[src/rtl/rr_arb2_pkg.sv]
// ---------------------------------------------------------------------------
// rr_arb2_pkg
// Shared definitions for the two-channel round-robin packet arbiter:
//   - state_t       : arbiter FSM states (IDLE, LOCK0, LOCK1)
//   - CH0 / CH1     : channel identifiers, also the value driven on sel
//   - DEFAULT_WIDTH : default data bits per beat
// ---------------------------------------------------------------------------
package rr_arb2_pkg;

    localparam int   DEFAULT_WIDTH = 8;

    localparam logic CH0 = 1'b0;
    localparam logic CH1 = 1'b1;

    typedef enum logic [1:0] {
        IDLE  = 2'd0,
        LOCK0 = 2'd1,
        LOCK1 = 2'd2
    } state_t;

endpackage

[src/rtl/rr_arb2_pkt_mux2to1.sv]
// ---------------------------------------------------------------------------
// mux2to1
// Single-bit 2:1 select cell used to build the arbiter's steering datapath.
// Ports:
//   a   in  1  selected when sel = 0
//   b   in  1  selected when sel = 1
//   sel in  1  select
//   y   out 1  selected value
// ---------------------------------------------------------------------------
module mux2to1 (
    input  logic a,
    input  logic b,
    input  logic sel,
    output logic y
);

    assign y = sel ? b : a;

endmodule

[src/rtl/rr_arb2_pkt.sv]
// ---------------------------------------------------------------------------
// rr_arb2_pkt
// Two-channel round-robin packet arbiter feeding one registered output
// stream. A grant is held from the first beat of a packet until the beat
// carrying last is accepted; priority then alternates to the other channel.
// Ports:
//   clk, rst                         clock and synchronous active-high reset
//   in0_valid/in0_data/in0_last      channel 0 beat
//   in0_ready                        channel 0 accept
//   in1_valid/in1_data/in1_last      channel 1 beat
//   in1_ready                        channel 1 accept
//   out_valid/out_data/out_last      registered output beat
//   out_sel                          channel ID of the registered beat
//   out_ready                        downstream accept
// ---------------------------------------------------------------------------
module rr_arb2_pkt
    import rr_arb2_pkg::*;
#(
    parameter int WIDTH = DEFAULT_WIDTH
) (
    input  logic             clk,
    input  logic             rst,
    input  logic             in0_valid,
    input  logic [WIDTH-1:0] in0_data,
    input  logic             in0_last,
    output logic             in0_ready,
    input  logic             in1_valid,
    input  logic [WIDTH-1:0] in1_data,
    input  logic             in1_last,
    output logic             in1_ready,
    output logic             out_valid,
    output logic [WIDTH-1:0] out_data,
    output logic             out_last,
    output logic             out_sel,
    input  logic             out_ready
);

    state_t         state;
    state_t         state_next;
    logic           prio;
    logic           prio_next;
    logic           grant;
    logic           slot_free;
    logic           accept;
    logic [WIDTH:0] mux_a;
    logic [WIDTH:0] mux_b;
    logic [WIDTH:0] mux_y;

    // The output register can take a new beat when it is empty or is being
    // drained in this same cycle, which is what allows 1 beat/cycle.
    assign slot_free = !out_valid || out_ready;

    // Grant selection. In IDLE a lone valid channel wins outright and a tie
    // goes to the priority pointer; once locked the grant never moves, even
    // if the owning channel drops valid between beats.
    always_comb begin
        grant = CH0;
        case (state)
            IDLE: begin
                if (in0_valid && in1_valid) begin
                    grant = prio;
                end else if (in1_valid) begin
                    grant = CH1;
                end else begin
                    grant = CH0;
                end
            end
            LOCK0:   grant = CH0;
            LOCK1:   grant = CH1;
            default: grant = CH0;
        endcase
    end

    assign in0_ready = (grant == CH0) && slot_free && !rst;
    assign in1_ready = (grant == CH1) && slot_free && !rst;
    assign accept    = (in0_valid && in0_ready) || (in1_valid && in1_ready);

    // Steering datapath: bit WIDTH carries last, the rest carry data.
    assign mux_a = {in0_last, in0_data};
    assign mux_b = {in1_last, in1_data};

    for (genvar i = 0; i <= WIDTH; i++) begin : g_mux
        mux2to1 u_mux (
            .a   (mux_a[i]),
            .b   (mux_b[i]),
            .sel (grant),
            .y   (mux_y[i])
        );
    end

    // Next-state logic. A last beat closes the packet and hands priority to
    // the other channel; any other accepted beat locks onto its channel.
    always_comb begin
        state_next = state;
        prio_next  = prio;
        if (accept) begin
            if (mux_y[WIDTH]) begin
                state_next = IDLE;
                prio_next  = ~grant;
            end else begin
                state_next = (grant == CH1) ? LOCK1 : LOCK0;
            end
        end
    end

    // State, priority pointer and output register. Reset abandons any
    // partially forwarded packet; a new beat takes precedence over draining.
    always_ff @(posedge clk) begin
        if (rst) begin
            state     <= IDLE;
            prio      <= CH0;
            out_valid <= 1'b0;
            out_data  <= '0;
            out_last  <= 1'b0;
            out_sel   <= CH0;
        end else begin
            state <= state_next;
            prio  <= prio_next;
            if (accept) begin
                out_valid <= 1'b1;
                out_data  <= mux_y[WIDTH-1:0];
                out_last  <= mux_y[WIDTH];
                out_sel   <= grant;
            end else if (out_ready) begin
                out_valid <= 1'b0;
            end
        end
    end

endmodule
[config.mk]
export PLATFORM = sky130hd
export DESIGN_NAME = rr_arb2_pkt
export DESIGN_NICKNAME = d
export VERILOG_FILES = /design/src/rtl/rr_arb2_pkg.sv /design/src/rtl/rr_arb2_pkt_mux2to1.sv /design/src/rtl/rr_arb2_pkt.sv
export SDC_FILE = /design/constraint.sdc
export NUM_CORES = 1
export LEC_CHECK = 0
export BUFFER_PORTS_ARGS = -buffer_cell sky130_fd_sc_hd__buf_2
export CORE_MARGIN = 2
export CORE_UTILIZATION = 35
export CTS_BUF_LIST = sky130_fd_sc_hd__clkbuf_8 sky130_fd_sc_hd__clkbuf_16
export CTS_CLUSTER_DIAMETER = 100
export DETAILED_ROUTE_END_ITERATION = 10
export MAX_ROUTING_LAYER = met4
export PLACE_DENSITY = 0.64
export SETUP_SLACK_MARGIN = 0.5
export SYNTH_ARGS = -nofsm -noshare
export SYNTH_HDL_FRONTEND = slang
export SYNTH_SLANG_ARGS = --single-unit
[constraint.sdc]
create_clock -name clk -period 5.4 [get_ports clk]
set_clock_uncertainty 0.2 [all_clocks]
set_input_delay 0.54 -clock clk [delete_from_list [all_inputs] [get_ports clk]]
set_output_delay 0.54 -clock clk [all_outputs]
set_load 0.02 [all_outputs]
* Word level (Yosys, flattened, before mapping)
Index checks and enable logic that the tools add are counted.
** Operators by class
- Add/subtract/negate cells :: 0
- $mul :: 0
- Div/mod/pow operators :: 0
- $lt $le $gt $ge :: 0
- Equality and inequality tests :: 1
- Shift-type cells :: 0
- Mux-type cells :: 16
- Bitwise logic cells :: 1
- Reductions and logical operators :: 14
** Operator list (number)
- 1-bit two-way mux :: 13
- 1-bit logical AND :: 7
- 2-bit two-way mux :: 2
- 2-bit == test, second input constant :: 1
- 1-bit logical NOT :: 2
- 2-bit logical NOT :: 1
- 1-bit logical OR :: 2
- 1-bit one-hot mux with 2 select lines :: 1
- 2-bit AND reduction :: 1
- 2-bit nonzero test :: 1
- 1-bit NOT :: 1
** Storage, ports and cells
- Register bits :: 14
- Latch bits :: 0
- RAM bits :: 0
- Memory bits (read-only) :: 0
- Output and inout port bits :: 13
- Logic and storage cells :: 38
- Memories kept :: 0

* Logic depth before layout (Yosys ltp)
- Depth after elaboration :: 9
- Depth in mapped cells :: 5

* Modules after synthesis
Synthesis repeated with hierarchy kept, for this count alone.
** Unflattened totals
- Cells, all modules :: 81
- Area, all modules :: 778.2 µm²
** Modules (own cells, without submodules)
- rr_arb2_pkt :: instances 1, cells an instance 72, area an instance 643.1 µm², sequential area each 280.3 µm²
- mux2to1 :: instances 9, cells an instance 1, area an instance 15.0 µm², sequential area each 0.0 µm²

* Worst setup path after synthesis
No wires, ideal clock.
- Path type :: input to output
- Start point :: in in0_valid
- End point :: out in0_ready
- Data arrival time :: 1.540 ns
- Slack :: 3.120 ns
- Stages on the path :: 4
- Buffers on the path :: 1
- Cell sequence :: or3b_1 and2_4 clkbuf_1 nor2_1
** Between the ends
- Cells in the longest elaborated chain, start to end :: 6
** RTL lines
- from (decl) :: line rr_arb2_pkt.sv:23 : input logic in0_valid,
- 1-bit logical AND :: line rr_arb2_pkt.sv:60 : if (in0_valid && in1_valid) begin
- 1-bit two-way mux :: line rr_arb2_pkt.sv:60
- 1-bit one-hot mux with 2 select lines :: line rr_arb2_pkt.sv:58 : case (state)
- 1-bit NOT :: line rr_arb2_pkt.sv:74 : assign in0_ready = (grant == CH0) && slot_free && !rst;
- 1-bit logical AND (2 in series) :: line rr_arb2_pkt.sv:74
- to (decl) :: line rr_arb2_pkt.sv:26 : output logic in0_ready,
Every way passes these cells.

* Final worst setup path
- Start point :: in in0_valid
- End point :: out in1_ready
** Between the ends
- Cells in the longest elaborated chain, start to end :: 5
** RTL lines
- 1-bit logical AND :: line rr_arb2_pkt.sv:60
- 1-bit two-way mux :: line rr_arb2_pkt.sv:60
- 1-bit one-hot mux with 2 select lines :: line rr_arb2_pkt.sv:58
- 1-bit logical AND (2 in series) :: line rr_arb2_pkt.sv:75 : assign in1_ready = (grant == CH1) && slot_free && !rst;
- to (decl) :: line rr_arb2_pkt.sv:30 : output logic in1_ready,
Every way passes these cells.

==> results_dict.tcl <==
set metrics [dict create \
    p_seq_share_pct 44.2 \
    cts_root_buf "clkbuf_8" \
    yosys.area_share.adder_pct 0 \
    final_nets 142 \
    comb_power_share_pct 22.8 \
    grt.busiest_layer "met2" \
    grt_pass1_vias 618 \
    cts_num_sinks 14 \
    die_h_um 47.98 \
    crit_end "in1_ready" \
    grt_pass1_wl_um 2725 \
    synth_top_family_by_area "compound AO/OA/AOI/OAI gates" \
    post-route-period-util_pct 42.27 \
    synth_fp_nets 108 \
    grt_overflow_total 0 \
    routedWlPerCell_um 12.20 \
    yosysSeqAreaShare_pct 41.40 \
    crit_path_start_kind "primary input" \
    yosys_warnings 0 \
    grt_use_total_pct 17.77 \
    slew-limit-headroom_pct 17.87 \
    p_leak_nw 0.4066 \
    drtAntennaViolNets 0 \
    synthesis.area_um2 676.9 \
    die_width_um 47.98 \
    setup_viol 0 \
    ff2ff_setup_slack_ps 3240 \
    cp.required_ps 4660 \
    start_util_pct 38.37 \
    grtUsageMet1_pct 21.09 \
    cell_internal_pwr_uw 184.4 \
    endpoint_kind "primary output" \
    muxShareOfSynthArea_pct 0 \
    drt_iter0_drc 7 \
    finalWorstSetupSlack_ps 3118 \
    clk_pin_slew_ps 60 \
    cp_max_fo 11 \
    whs_ps 296.5 \
    hpwl_um 1226 \
    startpoint "in0_valid" \
    power_frac_clock_pct 33.0 \
    status "complete, no violations" \
    hold_class "flop to flop" \
    vias_per_cell 4.965 \
    period_needed_ps 2282 \
    syn_area_per_cell_um2 7.964 \
    antenna-diode-count 0 \
    critPathKind "primary input to primary output" \
    r2r-end "out_last" \
    async_reset_ff_share_pct 0 \
    finalMaxSlewViolations 0 \
    cts_resized 0 \
    met2_usage_pct 27.73 \
    gp_congestion 0.7551 \
    clk_path_buf_depth 2 \
    synthDistinctLibCells 22 \
    route.detailed.drc 0 \
    power.density_nw_per_um2 289.7 \
    final_cell_mix "buf_2 (35), nand2_1 (19), dfxtp_1 (14), a21oi_1 (12), a311oi_1 (10)" \
    area_growth_pct 32.90 \
    synth_top_area_share_pct 41.40 \
    synth_xor_area_share_pct 0 \
    synth_ff_type "dfxtp_1" \
    fillers 205 \
    synth-simple-area-share_pct 22.74 \
    io_pins 36 \
    rows 15 \
    synth.area.top_cells "dfxtp_1 (41%), a311oi_1 (13%), nand2_1 (11%), a21oi_1 (8.9%), o21ai_0 (3.7%)" \
    swShare_pct 29.23 \
    synth_edf_count 0 \
    io_buffers 35 \
    cts_made_buffers 3 \
    tightest_slew_ps 1219 \
    htree_levels 1 \
    vdd_drop_max_mv 0.1916 \
    syn_inst 85 \
    cp.arrival_ps 1540 \
    maxCapViolations 0 \
    fmax_ghz 0.4381 \
    wirelength_um 1733 \
    cts_tree "built" \
    synth-compound-area-share_pct 31.61 \
    p_total_uw 260.6 \
    grt_antenna_before_repair 0 \
    yosysTopAreaCell "dfxtp_1" \
    pre_cts_slack_ps 3018 \
    first_pass_iters 2 \
    via_count 705 \
    rsz0062_at_grt "no" \
    r2r_start "state[1]" \
    insertion_delay_ps 250 \
    ff2ff_path_depth 4 \
    p_sw_uw 76.16 \
    die_area_um2 2302 \
    final_common_cell "buf_2" \
    cts_hold_buf 0 \
    grt_util_met3_pct 6.038 \
    tns_ps 0 \
    grt_max_degree 18 \
    synth-seq-cells 14 \
    core-area_um2 1764 \
    cts_setup_buffers 0 \
    finalHoldViolations 0 \
    drive_gt1_share_pct 36.75 \
]
-- cell families after synthesis --
kind of cell | Yosys count
AO/OA/AOI/OAI | 32
buffers and inverters | 7
flip-flops | 14
AND/OR/NAND/NOR | 32
-- power by group through the flow --
stage | clock network [mW] | registers [mW] | logic (mW)
2_1_floorplan | 0 | 0.126 | 0.0310
3_3_place_gp | 0 | 0.117 | 0.0596
3_5_place_dp | 0 | 0.117 | 0.0599
4_1_cts | 0.0894 | 0.115 | 0.0601
5_1_grt | 0.0925 | 0.116 | 0.0665
6_report | 0.0860 | 0.115 | 0.0594
-- layer usage --
| metal | routed length [um] | vias to the layer above |
|---|---|---|
| li1 | - | 372 |
| met1 | 762 | 312 |
| met3 | 105 | 4 |
| met5 | 0 | - |
| met2 | 841 | 17 |
| met4 | 23 | 0 |
-- worst min-delay path by stage --
stage          startpoint        to  slack (ps)  cells past startpoint
2_1_floorplan    state[0]  state[0]         270                      2
3_3_place_gp      out_sel   out_sel         300                      2
3_5_place_dp     state[0]  state[0]         290                      2
4_1_cts          state[0]  state[0]         300                      2
5_1_grt           out_sel   out_sel         330                      2
6_report         state[0]  state[0]         300                      2
-- flip-flops by register name, summed over array words and instances (netlist names) --
register	flops
prio	1
out_valid	1
state	2
out_data	8
out_sel	1
out_last	1
-- worst max-delay path: stages --
cell and delay [ps]:
buf_2 90, or3b_1 360, nand2_1 310, nor2_1 90, buf_2 170
-- through the flow --
step / instance area, um^2 / utilization (%) / instances
floorplan: 676.9 / - / 85
global placement: 858.3 / 48.65 / 139
detailed placement: 858.3 / 48.65 / 139
CTS: 899.6 / 50.99 / 142
global route: 899.6 / 50.99 / 142
finish: 899.6 / 50.99 / 142
-- cell type report --
class | instances | area, um^2 | area share, %
inverter | 1 | 3.754 | 0.4172
multi-input combinational | 64 | 367.9 | 40.89
clock buffer | 3 | 41.29 | 4.590
timing repair buffer | 35 | 175.2 | 19.47
sequential | 14 | 280.3 | 31.15
tap | 25 | 31.28 | 3.477
-- Yosys cell counts (all sizes together) (2+ instances only) --
cell type,n
buf,2
o21ba,2
clkbuf,4
nor2b,2
o21ai,5
a21oi,12
dfxtp,14
nand2,19
nor2,4
a311oi,10
Power figures use the tool's default switching activity.
